`src/rtl/alu_seq.sv`:
```
// alu_seq: handshaked signed ALU with single-cycle logic/arithmetic ops,
// bit-serial shifts (one position per cycle) and a shift-add multiplier.
module alu_seq #(
  parameter int WIDTH = 4
) (
  input  logic             clk,
  input  logic             rst,
  input  logic             in_valid,
  output logic             in_ready,
  input  logic [WIDTH-1:0] a,
  input  logic [WIDTH-1:0] b,
  input  logic [3:0]       cmd,
  output logic             out_valid,
  input  logic             out_ready,
  output logic [WIDTH-1:0] out,
  output logic             flag_z,
  output logic             flag_n,
  output logic             flag_c,
  output logic             flag_v
);

  localparam int SHW = $clog2(WIDTH);
  localparam int CW  = SHW + 1;

  localparam logic [3:0] OP_ADD = 4'd0;
  localparam logic [3:0] OP_SUB = 4'd1;
  localparam logic [3:0] OP_NOT = 4'd2;
  localparam logic [3:0] OP_AND = 4'd3;
  localparam logic [3:0] OP_OR  = 4'd4;
  localparam logic [3:0] OP_XOR = 4'd5;
  localparam logic [3:0] OP_SLT = 4'd6;
  localparam logic [3:0] OP_EQ  = 4'd7;
  localparam logic [3:0] OP_SLL = 4'd8;
  localparam logic [3:0] OP_SRL = 4'd9;
  localparam logic [3:0] OP_SRA = 4'd10;
  localparam logic [3:0] OP_MUL = 4'd11;

  typedef enum logic [1:0] {IDLE, EXEC, DONE} state_t;

  state_t st, st_nxt;

  // Working datapath registers: operands, multiplier partial product, step count
  logic [3:0]              op_q;
  logic signed [WIDTH-1:0] wa;
  logic signed [WIDTH-1:0] wb;
  logic [2*WIDTH-1:0]      mc;
  logic [2*WIDTH-1:0]      prod;
  logic [CW-1:0]           cnt;
  logic                    cbit;

  logic                    accept;
  logic                    done_c;
  logic [WIDTH:0]          sum_c;
  logic [WIDTH-1:0]        res_c;
  logic                    c_c;
  logic                    v_c;

  // Signed overflow of x + y giving r: same-sign operands, result sign differs
  function automatic logic add_ovf(input logic [WIDTH-1:0] x,
                                   input logic [WIDTH-1:0] y,
                                   input logic [WIDTH-1:0] r);
    return (x[WIDTH-1] == y[WIDTH-1]) && (r[WIDTH-1] != x[WIDTH-1]);
  endfunction

  assign accept = in_valid && in_ready;
  assign done_c = (st == EXEC) && (cnt == '0);

  // State register
  always_ff @(posedge clk or posedge rst) begin
    if (rst) st <= IDLE;
    else     st <= st_nxt;
  end

  // Next-state logic: an op finishes when its step counter reaches zero
  always_comb begin
    st_nxt = st;
    case (st)
      IDLE:    if (in_valid) st_nxt = EXEC;
      EXEC:    if (cnt == '0) st_nxt = DONE;
      DONE:    if (out_ready) st_nxt = IDLE;
      default: st_nxt = IDLE;
    endcase
  end

  // Handshake outputs decoded from state
  always_comb begin
    in_ready  = (st == IDLE);
    out_valid = (st == DONE);
  end

  // Operand capture on accept, then one shift / multiplier bit per EXEC cycle
  always_ff @(posedge clk) begin
    if (accept) begin
      op_q <= cmd;
      wa   <= a;
      wb   <= b;
      mc   <= {{WIDTH{1'b0}}, a};
      prod <= '0;
      cbit <= 1'b0;
      case (cmd)
        OP_SLL, OP_SRL, OP_SRA: cnt <= CW'(b[SHW-1:0]);
        OP_MUL:                 cnt <= CW'(WIDTH);
        default:                cnt <= '0;
      endcase
    end else if (st == EXEC && cnt != '0) begin
      cnt <= cnt - 1'b1;
      case (op_q)
        OP_SLL: begin
          cbit <= wa[WIDTH-1];
          wa   <= wa << 1;
        end
        OP_SRL: begin
          cbit <= wa[0];
          wa   <= wa >> 1;
        end
        OP_SRA: begin
          cbit <= wa[0];
          wa   <= wa >>> 1;
        end
        OP_MUL: begin
          prod <= prod + (wb[0] ? mc : '0);
          mc   <= mc << 1;
          wb   <= wb >> 1;
        end
        default: ;
      endcase
    end
  end

  // Final result and C/V for the completing op
  always_comb begin
    sum_c = '0;
    res_c = '0;
    c_c   = 1'b0;
    v_c   = 1'b0;
    case (op_q)
      OP_ADD: begin
        sum_c = {1'b0, wa} + {1'b0, wb};
        res_c = sum_c[WIDTH-1:0];
        c_c   = sum_c[WIDTH];
        v_c   = add_ovf(wa, wb, res_c);
      end
      OP_SUB: begin
        sum_c = {1'b0, wa} + {1'b0, ~wb} + (WIDTH+1)'(1);
        res_c = sum_c[WIDTH-1:0];
        c_c   = sum_c[WIDTH];
        v_c   = add_ovf(wa, ~wb, res_c);
      end
      OP_NOT: res_c = ~wa;
      OP_AND: res_c = wa & wb;
      OP_OR:  res_c = wa | wb;
      OP_XOR: res_c = wa ^ wb;
      OP_SLT: res_c = {{(WIDTH-1){1'b0}}, (wa < wb)};
      OP_EQ:  res_c = {{(WIDTH-1){1'b0}}, (wa == wb)};
      OP_SLL, OP_SRL, OP_SRA: begin
        res_c = wa;
        c_c   = cbit;
      end
      OP_MUL: begin
        res_c = prod[WIDTH-1:0];
        c_c   = |prod[2*WIDTH-1:WIDTH];
      end
      default: ;
    endcase
  end

  // Result/flag register, loaded on completion and held through DONE
  always_ff @(posedge clk or posedge rst) begin
    if (rst) begin
      out    <= '0;
      flag_z <= 1'b0;
      flag_n <= 1'b0;
      flag_c <= 1'b0;
      flag_v <= 1'b0;
    end else if (done_c) begin
      out    <= res_c;
      flag_z <= (res_c == '0);
      flag_n <= res_c[WIDTH-1];
      flag_c <= c_c;
      flag_v <= v_c;
    end
  end

endmodule

```
`config.mk`:
```
export PLATFORM = sky130hd
export DESIGN_NAME = alu_seq
export DESIGN_NICKNAME = d
export VERILOG_FILES = /design/src/rtl/alu_seq.sv
export SDC_FILE = /design/constraint.sdc
export NUM_CORES = 1
export LEC_CHECK = 0
export CORE_MARGIN = 1
export CORE_UTILIZATION = 42
export DETAILED_ROUTE_END_ITERATION = 16
export GPL_TIMING_DRIVEN = 0
export PLACE_DENSITY = 0.69
export SLEW_MARGIN = 20
export SYNTH_ARGS = -nofsm -noshare
export SYNTH_HDL_FRONTEND = slang
export SYNTH_SLANG_ARGS = --single-unit
export TNS_END_PERCENT = 10
```
`constraint.sdc`:
```
create_clock -name clk -period 5 [get_ports clk]
set_clock_uncertainty 0.1 [all_clocks]
set_input_delay 1 -clock clk [delete_from_list [all_inputs] [get_ports clk]]
set_output_delay 1 -clock clk [all_outputs]
set_load 0.01 [all_outputs]
```
# Word level (Yosys, flattened, before mapping)
# Index checks and enable logic that the tools add are counted.
dict set report word_totals {
  regBits 42
  inputBits 16
  out_inout_bits 10
  elab_cells 98
}
dict set report op_classes {
  add_sub_neg 5
  order_cmp 1
  n_eq_ne 26
  n_mux 21
  bitwise 5
  reduce_logical 25
}
# op n
set op_table {}
lappend op_table {{$pmux W4 S10} 1}
lappend op_table {{$eq A4 B4 Y1 const B} 8}
lappend op_table {{$mux W4} 8}
lappend op_table {{$eq A4 B3 Y1 const B} 4}
lappend op_table {{$pmux W4 S3} 1}
lappend op_table {{$add A4 B4 Y5} 2}
lappend op_table {{$add A8 B8 Y8} 1}
lappend op_table {{$eq A4 B2 Y1 const B} 2}
lappend op_table {{$logic_not A4 Y1} 2}
lappend op_table {{$mux W8} 1}
lappend op_table {{$not A4 Y4} 2}
lappend op_table {{$reduce_and A2 Y1} 4}
lappend op_table {{$mux W2} 3}
lappend op_table {{$mux W3} 2}
lappend op_table {{$ne A2 B2 Y1 const B} 3}
lappend op_table {{$pmux W2 S3} 1}
lappend op_table {{$pmux W3 S2} 1}
lappend op_table {{$reduce_and A3 Y1} 2}
lappend op_table {{$reduce_bool A2 Y1} 3}
lappend op_table {{$reduce_bool A3 Y1} 2}
lappend op_table {{$reduce_or A3 Y1} 2}
lappend op_table {{$add A5 B1 Y5 const B} 1}
lappend op_table {{$logic_and A1 B1 Y1} 5}
lappend op_table {{$and A4 B4 Y4} 1}
lappend op_table {{18 further kinds} 21}

# Depth between registers and ports, before layout
dict set report logic_depth {
  word_depth 6
  ltp_mapped 10
  mapped_depth_nobuf 10
}

# Least setup slack after synthesis
# OpenSTA, ideal clock, no wires.
dict set report synth_timing {
  path_kind {flip-flop to flip-flop}
  start {reg wa[0]}
  end {reg flag_z}
  setup_time_ns 0.122
  arrival_ns 2.029
  t_required_ns 4.778
  path_slack_ns 2.750
  path_stages_with_launch 10
  path_buffers 0
  period_less_slack_ns 2.250
  cell_sequence {edfxtp_1 -> inv_1 -> ha_1 -> inv_1 -> fa_1 -> a2111oi_2 -> o211ai_1 -> a21oi_1 -> o22ai_1 -> a32o_1}
}
dict set report synth_via {
  elab_chain_len 4
  elab_cells_between_ends 11
  cone_classes {3 x add/sub; 1 x order compare; 1 x eq/ne; 1 x mux; 4 x bitwise; 1 x reduce/logical}
}
# item line
set synth_lines {}
lappend synth_lines {{start, declared} 44} ;# logic signed [WIDTH-1:0] wa;
lappend synth_lines {{start signal, assigned} 110} ;# wa <= wa << 1;
lappend synth_lines {{start signal, assigned} 114} ;# wa <= wa >> 1;
lappend synth_lines {{start signal, assigned} 118} ;# wa <= wa >>> 1;
lappend synth_lines {{$add A4 B4 Y5} 144} ;# sum_c = {1'b0, wa} + {1'b0, ~wb} + (WIDTH+1)'(1);
lappend synth_lines {{$add A5 B1 Y5} 144}
lappend synth_lines {{$pmux W4 S10 *} 136} ;# case (op_q)
lappend synth_lines {{$logic_not A4 Y1 *} 177} ;# flag_z <= (res_c == '0);
lappend synth_lines {{end signal, assigned} 177}
lappend synth_lines {{end, declared} 16} ;# output logic flag_z,
# Every way passes the cells marked *; elsewhere a longest branch is shown, timed or not.
# A chain may end at the register's enable or synchronous reset.

# Worst setup path after layout
dict set report layout_timing {
  start {in in_valid}
  end {reg wa[3] (data pin)}
}
dict set report layout_via {
  elab_chain_len 2
}
# item line
set layout_lines {}
lappend layout_lines {{start, declared} 8} ;# input logic in_valid,
lappend layout_lines {{$logic_and A1 B1 Y1} 65} ;# assign accept = in_valid && in_ready;
lappend layout_lines {{named net accept} 51} ;# logic accept;
lappend layout_lines {{$mux W4} 93} ;# if (accept) begin
# The timed path passes the listed nets, and every way through them passes these cells.

==> metrics <==
CTS tree yes; DRC Markers 0; flop2flop setup slack 2.43 ns; Worst Tran Pin Value 0.663 ns; Reg area 1060 µm²; Post-DP HPWL 5.12 mm; CTS resizes 0; CP Class in2reg; worst path arrival time 2.71 ns; area share of xor/xnor cells in the synthesized design around 2.8%; die width approximately 84 µm; status completed; H-tree Lvls 2; first-pass detailed-route iteration total 4; post-synthesis sequential area ratio 37.2%; first-pass GRT wire length 11.3 mm; n_diodes 0; Post-CTS Setup Inserts 0; area leader, netlist edfxtp_1; fraction of layout cells with a size suffix above 1 under 10%; Syn. warnings 0; Synth Area in Compound Gates between 10% and 20%; via count 2400; cell area after synthesis 2840 µm²; Hold/Removal Path Class reg2reg; largest net degree at the start of global routing 14; GP Congestion 0.866; HP Start mc[3]$_DFFE_PP_; Setup crit start kind input port; Die ar. 7090 µm²; Mapped Cells 321; Worst Path Max Fanout 13; worst path required time 5.02 ns; fmax between 0.3 and 0.4 GHz; Final min period 2.69 ns; CP endpoint kind flop; Total Wirelength 6.55 mm; Post-synth top cells nand2_1, o21ai_0, inv_1; CTS clk-pin slew, worst paths ~0.080 ns; number of I/O pins 26; Final nets 393; Synth Net Count 361; Std-Cell Rows 29; CP peak stage delay 0.54 ns; TritonCTS Sinks 41; wire per inst 15.2 µm; cells along the critical path clkdlybuf4s50_1 > nand2_1 > inv_1 > clkbuf_1 > nand2_1 > o31ai_1; clock latency on the worst-skew pair 0.29 ns; average cell area after synthesis 8.84 µm²; FF-to-FF Start wa[0]$_DFFE_PP_; cell with the most instances after synthesis nand2_1; Core ar. between 6000 and 7000 µm²; Final Max Tran Viols 0; Area Overhead vs Synth 16.0%; Post-Synth Simple-Gate Area 20.8%; RSZ-0062 raised after global routing no; Vias per Instance roughly 5.6; initial DRC count 137; CTS max path bufs 2; # fillers 616; worst rel slew slack 55.8%; CTS root buffer clkbuf_8; EDFF count, synth 19; area of the multi-input gates about 1600 µm²; power consumption 0.00170 W; gr ovfl total 0; slowest CP cell clkbuf_1; post-synthesis adder-cell area fraction 11.4%; Final period util 53.8%; ys flop type edfxtp_1; Max-Cap Viols 0; Tot GR Track Use 20.0%; vias in the first global route 2353; largest family of logic cells by synthesized area simple AND/OR/NAND/NOR gates; final setup violation count 0; TNS Setup 0 ns; #FFs+latches synth about 40; crit path from in_valid; IR drop worst, VDD 0.000291 V; Hold Fails Final Rpt 0; P_leak 1.35 nW; post-synthesis mux area share 3.31%; area fraction of the dominant cell type after synthesis approximately a fifth; number of buffers added on ports 25; Top cell by count, worst path nand2_1; synth top area cells edfxtp_1, ha_1, dfxtp_1; Yosys cell types 58; Die Height 84.2 µm; antenna viol nets, final 0; hold_buf cts 0; initial antenna violation count 0; number of CTS-inserted buffers 5; P per Cell Area 515 nW/µm²; starting density of the core 44.2%; Synth async-reset ratio 22.0%
==> worst max-delay path: cells and delay by family <==
family / cells / cell delay, ns
buffers and inverters: 3 / 1.27
and+or+nand+nor: 2 / 0.33
AOI/OAI and AO/OA: 1 / 0.11
==> sequential cells by signal, indices dropped and copies added (netlist names) <==
signal  flops
wa          4
mc          8
op_q        4
prod        8
out         4
flag_v      1
cnt         3
flag_c      1
flag_z      1
wb          4
st          2
cbit        1
==> final timing paths <==
check	end	depth (start not counted)
max	wa[3]$_DFFE_PP_	6
min	mc[4]$_SDFFE_PP0P_	2
max reg2reg	flag_z$_DFFE_PP0P_	9
min reg2reg	mc[4]$_SDFFE_PP0P_	2
max in group asynchronous	st[0]$_DFFE_PP0P_	2
min in group asynchronous	st[1]$_DFFE_PP0P_	2
==> kinds of logic after synthesis <==
group                    count (synthesis)
flip-flops                              41
AND/OR/NAND/NOR                        115
adder cells (fa/ha/maj)                 24
buffers and inverters                   43
multiplexers                             8
XOR/XNOR                                 9
AO/OA/AOI/OAI                           81
==> cells in the final DEF (no fill, tap or decap), types with 3 or more instances in the layout <==
| cell | instances |
|---|---|
| nand2b_1 | 5 |
| nor2_1 | 16 |
| fa_1 | 3 |
| ha_1 | 21 |
| nor3_1 | 8 |
| nand2_1 | 44 |
| nand3_1 | 11 |
| mux2i_1 | 6 |
| and2_1 | 7 |
| o21ai_0 | 28 |
| dfrtp_1 | 9 |
| xnor2_1 | 4 |
| buf_4 | 4 |
| a21oi_1 | 19 |
| edfxtp_1 | 19 |
| dfxtp_1 | 13 |
| a211oi_1 | 4 |
| o31ai_1 | 3 |
| inv_1 | 26 |
| and3_1 | 4 |
| a31oi_1 | 3 |
| o21ai_1 | 5 |
| clkbuf_1 | 7 |
| clkdlybuf4s50_1 | 25 |
| buf_2 | 4 |
| clkbuf_8 | 5 |
| xor2_1 | 5 |
==> through the flow <==
stage	util (%)	cell area [µm²]	setup slack, ns	cells	hold WS (ns)
final	51.3	3290	2.31	431	0.368
after global routing	51.3	3290	2.20	431	0.396
after CTS	51.3	3290	2.32	431	0.377
after detailed placement	49.6	3190	2.02	423	0.354
after global placement	49.6	3190	2.03	423	0.350
after floorplan	-	2840	2.75	321	0.335
==> report_power, final <==
group	leakage [nW]	internal [W]	switching, W
Clock	0.0528	0.000148	0.000118
Sequential	0.400	0.000497	0.0000977
Combinational	0.898	0.000362	0.000473
Total	1.35	0.00101	0.000689
==> layout make-up <==
cell class,count,share of cell area (%)
flip-flops and latches,41,32.1
clock inverters,2,1.03
plain buffers,16,2.89
repair buffers,25,7.60
multi-input cells,237,48.2
clock buffers,6,2.20
inverters,27,3.08
well taps,77,2.93
==> routing by layer <==
metal / GRT usage, % / up-vias / part of all wire (%)
met5: 0 / - / 0
met4: 7.05 / 0 / 1.7
met3: 2.85 / 11 / 3.3
met2: 32.3 / 47 / 47
met1: 27.6 / 1154 / 48
li1: - / 1188 / -
Power figures use the tool's default switching activity.
